### src/rtl/dr_sync_sink_pkg.sv
// Shared definitions for the dual-rail synchronizing sink: handshake states
// and the rail index of each logic value within a dual-rail bit.
package dr_sync_sink_pkg;

  typedef enum logic {
    WAIT_DATA = 1'b0,
    WAIT_NULL = 1'b1
  } state_t;

  localparam int RAIL_ZERO = 0;
  localparam int RAIL_ONE  = 1;

endpackage

### src/rtl/dr_sync_sink_sync_fifo.sv
// Single-clock FIFO holding decoded tokens; a push into a full FIFO is
// accepted when a pop happens on the same edge.
module sync_fifo #(
  parameter int WIDTH = 32,
  parameter int DEPTH = 4
) (
  input  logic                       clk,
  input  logic                       rst,
  input  logic                       i_push,
  input  logic                       i_pop,
  input  logic [WIDTH-1:0]           i_data,
  output logic [WIDTH-1:0]           o_data,
  output logic                       o_full,
  output logic                       o_empty,
  output logic [$clog2(DEPTH+1)-1:0] o_level
);

  localparam int LW = $clog2(DEPTH+1);
  localparam int PW = $clog2(DEPTH);
  localparam logic [LW-1:0] FULL_LEVEL = LW'(DEPTH);

  logic [WIDTH-1:0] r_mem [DEPTH];
  logic [PW-1:0]    r_wrPtr;
  logic [PW-1:0]    r_rdPtr;
  logic [LW-1:0]    r_count;
  logic             w_doPush;
  logic             w_doPop;

  assign o_full   = (r_count == FULL_LEVEL);
  assign o_empty  = (r_count == '0);
  assign o_level  = r_count;
  assign o_data   = r_mem[r_rdPtr];
  assign w_doPop  = i_pop & ~o_empty;
  assign w_doPush = i_push & (~o_full | w_doPop);

  // Power-of-two depth lets the pointers wrap by plain overflow.
  always_ff @(posedge clk or posedge rst) begin
    if (rst) begin
      for (int k = 0; k < DEPTH; k++) r_mem[k] <= '0;
      r_wrPtr <= '0;
      r_rdPtr <= '0;
      r_count <= '0;
    end else begin
      if (w_doPush) begin
        r_mem[r_wrPtr] <= i_data;
        r_wrPtr        <= r_wrPtr + 1'b1;
      end
      if (w_doPop) r_rdPtr <= r_rdPtr + 1'b1;
      case ({w_doPush, w_doPop})
        2'b10:   r_count <= r_count + 1'b1;
        2'b01:   r_count <= r_count - 1'b1;
        default: r_count <= r_count;
      endcase
    end
  end

endmodule

### src/rtl/dr_sync_sink.sv
// Receives four-phase return-to-zero dual-rail tokens from an asynchronous
// domain, synchronizes every rail, and queues decoded words in a FIFO.
module dr_sync_sink
  import dr_sync_sink_pkg::*;
#(
  parameter int WIDTH       = 32,
  parameter int DEPTH       = 4,
  parameter int SYNC_STAGES = 2
) (
  input  logic                       clk,
  input  logic                       rst,
  input  logic [WIDTH-1:0][1:0]      in,
  output logic                       ack_o,
  output logic [WIDTH-1:0]           out_data,
  output logic                       out_valid,
  input  logic                       out_ready,
  output logic [$clog2(DEPTH+1)-1:0] level,
  output logic                       err
);

  logic [WIDTH-1:0][1:0] r_sync [SYNC_STAGES];
  logic [WIDTH-1:0][1:0] w_rails;
  logic [WIDTH-1:0]      w_word;
  logic                  w_allValid;
  logic                  w_allNull;
  logic                  w_illegal;
  logic                  w_full;
  logic                  w_empty;
  logic                  w_pop;
  logic                  w_push;
  state_t                r_state;
  state_t                w_nextState;
  logic                  r_err;

  // Raw rails go straight into the first flop of each synchronizer chain.
  always_ff @(posedge clk or posedge rst) begin
    if (rst) begin
      for (int s = 0; s < SYNC_STAGES; s++) r_sync[s] <= '0;
    end else begin
      r_sync[0] <= in;
      for (int s = 1; s < SYNC_STAGES; s++) r_sync[s] <= r_sync[s-1];
    end
  end

  assign w_rails = r_sync[SYNC_STAGES-1];

  always_comb begin
    w_allValid = 1'b1;
    w_allNull  = 1'b1;
    w_illegal  = 1'b0;
    w_word     = '0;
    for (int i = 0; i < WIDTH; i++) begin
      w_word[i] = w_rails[i][RAIL_ONE];
      if (w_rails[i][RAIL_ZERO] == w_rails[i][RAIL_ONE]) w_allValid = 1'b0;
      if (|w_rails[i]) w_allNull = 1'b0;
      if (&w_rails[i]) w_illegal = 1'b1;
    end
  end

  assign w_pop     = out_valid & out_ready;
  assign out_valid = ~w_empty;

  // A full FIFO only accepts the token when a pop frees a slot on the same edge.
  always_comb begin
    w_nextState = r_state;
    w_push      = 1'b0;
    case (r_state)
      WAIT_DATA: begin
        if (w_allValid && (!w_full || w_pop)) begin
          w_push      = 1'b1;
          w_nextState = WAIT_NULL;
        end
      end
      WAIT_NULL: begin
        if (w_allNull) w_nextState = WAIT_DATA;
      end
    endcase
  end

  always_ff @(posedge clk or posedge rst) begin
    if (rst) begin
      r_state <= WAIT_DATA;
      r_err   <= 1'b0;
    end else begin
      r_state <= w_nextState;
      r_err   <= r_err | w_illegal;
    end
  end

  assign ack_o = (r_state == WAIT_NULL);
  assign err   = r_err;

  sync_fifo #(
    .WIDTH(WIDTH),
    .DEPTH(DEPTH)
  ) u_fifo (
    .clk    (clk),
    .rst    (rst),
    .i_push (w_push),
    .i_pop  (w_pop),
    .i_data (w_word),
    .o_data (out_data),
    .o_full (w_full),
    .o_empty(w_empty),
    .o_level(level)
  );

endmodule

### config.mk
export PLATFORM = sky130hd
export DESIGN_NAME = dr_sync_sink
export DESIGN_NICKNAME = d
export VERILOG_FILES = /design/src/rtl/dr_sync_sink_pkg.sv /design/src/rtl/dr_sync_sink_sync_fifo.sv /design/src/rtl/dr_sync_sink.sv
export SDC_FILE = /design/constraint.sdc
export NUM_CORES = 1
export LEC_CHECK = 0
export CAP_MARGIN = 20
export CORE_MARGIN = 2
export CORE_UTILIZATION = 57
export CTS_CLUSTER_DIAMETER = 80
export CTS_CLUSTER_SIZE = 25
export DETAILED_ROUTE_END_ITERATION = 12
export HOLD_SLACK_MARGIN = 0.06
export PLACE_DENSITY_LB_ADDON = 0.2
export SLEW_MARGIN = 10
export SYNTH_ARGS = -nofsm -noshare
export SYNTH_HDL_FRONTEND = slang
export SYNTH_SLANG_ARGS = --single-unit
### constraint.sdc
create_clock -name clk -period 10.7 [get_ports clk]
set_input_delay 2.14 -clock clk [delete_from_list [all_inputs] [get_ports clk]]
set_output_delay 2.14 -clock clk [all_outputs]
set_load 0.05 [all_outputs]
==> impl_metrics.json <==
{
  "status": "completed",
  "hold_path_depth": 0,
  "synth_top_area_share_pct": 60.28,
  "clock.fmax_ghz": 0.1907,
  "die-height_um": 142.9,
  "fin_skew_ns": 0.01497,
  "post-cts-setup-buffers": 0,
  "r2r-start": "r_sync[53]",
  "drc": 0,
  "drive_above_1_share_pct": 25.87,
  "maxSlewHeadroom_pct": 32.79,
  "endpoint_kind": "output pin",
  "required_ns": 8.56,
  "yosys-top-cells-count": "dfrtp_1 (265), mux2_4 (120), inv_1 (70)",
  "post_cts_resized": 0,
  "routed_wl_um": 20210,
  "io_buffer_count": 104,
  "avgSynthCellArea_um2": 17.19,
  "cp.arrival_ns": 3.10,
  "grt_max_degree": 124,
  "nFillCells": 1290,
  "grt_pass1_vias": 5911,
  "drt_iter0_markers": 290,
  "met2WireLength_um": 9893,
  "yosys.area.top_type": "dfrtp_1",
  "worst_ir_drop_vdd_v": 0.0001551,
  "grt_use_total_pct": 20.66,
  "htreeDepth": 1,
  "hpwl_um": 13340,
  "grt_pass1_wl_um": 32500,
  "avgViaCountPerCell": 5.333,
  "hp-start": "r_sync[104]",
  "crit_type": "flop to output pin",
  "ant_nets": 0,
  "switching_share_pct": 25.50,
  "p_per_area_nw_per_um2": 149.6,
  "max_cap_violations": 0,
  "cp_cell_sequence": "buf_4 -> mux4_2 -> clkdlybuf4s50_1",
  "yosysWarnings": 0,
  "clk_latency_ns": 0.48,
  "seqPwrFrac_pct": 57.9,
  "dp_cells": 988,
  "p_leak_uw": 0.006482,
  "post_drt_wl_per_cell_um": 20.01,
  "cts_root_buf": "clkbuf_16",
  "worstMarginPinSlew_ns": 1.006,
  "start_kind": "flop",
  "ioPinCount": 105,
  "yosysMostFrequentCell": "dfrtp_1",
  "antenna_found_initial": 0,
  "total_power_uw": 1900,
  "grt_overflow": 0,
  "yosys.cell_types.count": 27,
  "crit_slowest_cell": "dfrtp_1",
  "critPathMaxFanout": 18,
  "hold_path_class": "flop to flop",
  "synth_ff_type": "dfrtp_1",
  "core_area_um2": 18830,
  "clk_pin_slew_ns": 0.10,
  "rsz0062_at_grt": "no",
  "die_w_um": 142.9,
  "cts.sinks": 265,
  "worst_r2r_endpoint": "u_fifo.r_mem[50]",
  "drv_slew": 0,
  "area_delta_synth_final_pct": 15.40,
  "cts_hold_buf": 0,
  "fin_crit_sh_pct": 49.01,
  "synth_seq_cells": 265,
  "firstDrtPassIters": 4,
  "synth.cell_area_um2": 11000,
  "top_layer_used": "met4",
  "final_cells": 1010,
  "cts_tree": "done",
  "netlist_instances": 640,
  "wl_met1_um": 9105,
  "r2r_cells": 6,
  "fin_setup_tns_ns": 0,
  "yosys-top-cells-area": "dfrtp_1 (60%), mux2_4 (16%), ha_1 (7.8%)",
  "power_frac_clock_pct": 30.0,
  "via_count": 5386,
  "comb_power_share_pct": 12.1,
  "die_area_um2": 20430,
  "gp_congestion": 0.7894,
  "rows": 50,
  "p_sw_uw": 484.4,
  "syn-num-nets": 777,
  "hold_viol": 0,
  "clockBufferDepth": 3,
  "setup_viol": 0,
  "synthArstFlopShare_pct": 100.0,
  "p_int_uw": 1416,
  "critPathMaxStageDelay_ns": 0.91,
  "wl_met3_um": 918,
  "ys_seq_area_share_pct": 60.28,
  "cts_buffers": 14,
  "nNetsFinal": 883,
  "rrSetupSlack_ns": 7.33,
  "min_to": "r_sync[40]",
  "antenna_cells": 0,
  "fin_crit_ns": 5.244,
  "synth_edf_count": 0,
  "start_util_pct": 58.43,
  "holdWs_ns": 0.3482,
  "postLayoutCoreUtil_pct": 67.42
}
[per-layer routing]
metal,GRT usage (%),up-vias
met4,3.908,0
li1,-,2399
met1,30.19,2848
met2,33.49,116
met5,0,-
met3,3.353,23
[placed cells by master (no fill, tap or decap), types with 5 or more instances in the layout]
master,instances
clkbuf_16,15
clkdlybuf4s50_1,104
dfrtp_1,264
ha_1,69
inv_1,69
mux2_2,9
mux2_4,120
mux4_2,32
nand2_1,5
nand4_1,15
nor4_1,8
[worst max path at each step]
stage	from	end	slack (ns)	cells after the start
finish	u_fifo.r_rdPtr[1]	out_data[31]	5.46	3
detailed placement	out_ready	u_fifo.r_mem[89]	5.66	5
global route	u_fifo.r_rdPtr[0]	out_data[17]	5.28	3
floorplan	rst	ack_o	1.26	1
CTS	u_fifo.r_rdPtr[1]	out_data[31]	5.42	3
global placement	out_ready	u_fifo.r_mem[42]	5.70	5
[flip-flops by register name, indices dropped and copies added, names as in the netlist]
name            flops
r_sync            128
u_fifo.r_mem      128
u_fifo.o_level      3
u_fifo.r_rdPtr      2
u_fifo.r_wrPtr      2
ack_o               1
err                 1
[per-stage QoR]
stage / setup WS, ns / area, um2
after CTS: 5.415 / 12660
after floorplan: 1.263 / 11000
after global routing: 5.283 / 12700
final: 5.456 / 12700
after detailed placement: 5.661 / 12240
after global placement: 5.703 / 12240
[critical path: cells and delay by family (launching register included)]
family   cells  cell delay (ns)
buf+inv      2             1.14
flops        1             0.91
mux          1             0.55
[final cells by class]
class	count	area [um2]	share of cell area (%)
clock buffers	18	406.6	3.203
clock inverters	2	10.01	0.07884
inverters	70	270.3	2.129
multi-input cells	285	3940	31.03
flip-flops and latches	265	6633	52.24
well taps	260	325.3	2.562
repair buffers	110	1111	8.751
[kinds of logic (layout without fill, tap and decap cells)]
| logic type | Yosys count | count (layout) | share of synthesized area [%] |
|---|---|---|---|
| AND/OR/NAND/NOR | 46 | 46 | 3.321 |
| XOR/XNOR | 6 | 6 | 0.4777 |
| AO/OA/AOI/OAI | 1 | 1 | 0.04545 |
| buffers and inverters | 90 | 200 | 3.912 |
| flip-flops | 265 | 265 | 60.28 |
| multiplexers | 162 | 162 | 23.94 |
| adder cells (fa/ha/maj) | 70 | 70 | 8.029 |
[power groups by stage]
| stage | sequential [uW] | clock [uW] | combinational [uW] |
|---|---|---|---|
| after floorplan | 1090 | 0 | 164 |
| after global placement | 1120 | 0 | 230 |
| after detailed placement | 1120 | 0 | 234 |
| after CTS | 1100 | 588 | 236 |
| after global routing | 1110 | 629 | 252 |
| final | 1100 | 570 | 230 |
Power figures use the tool's default switching activity.
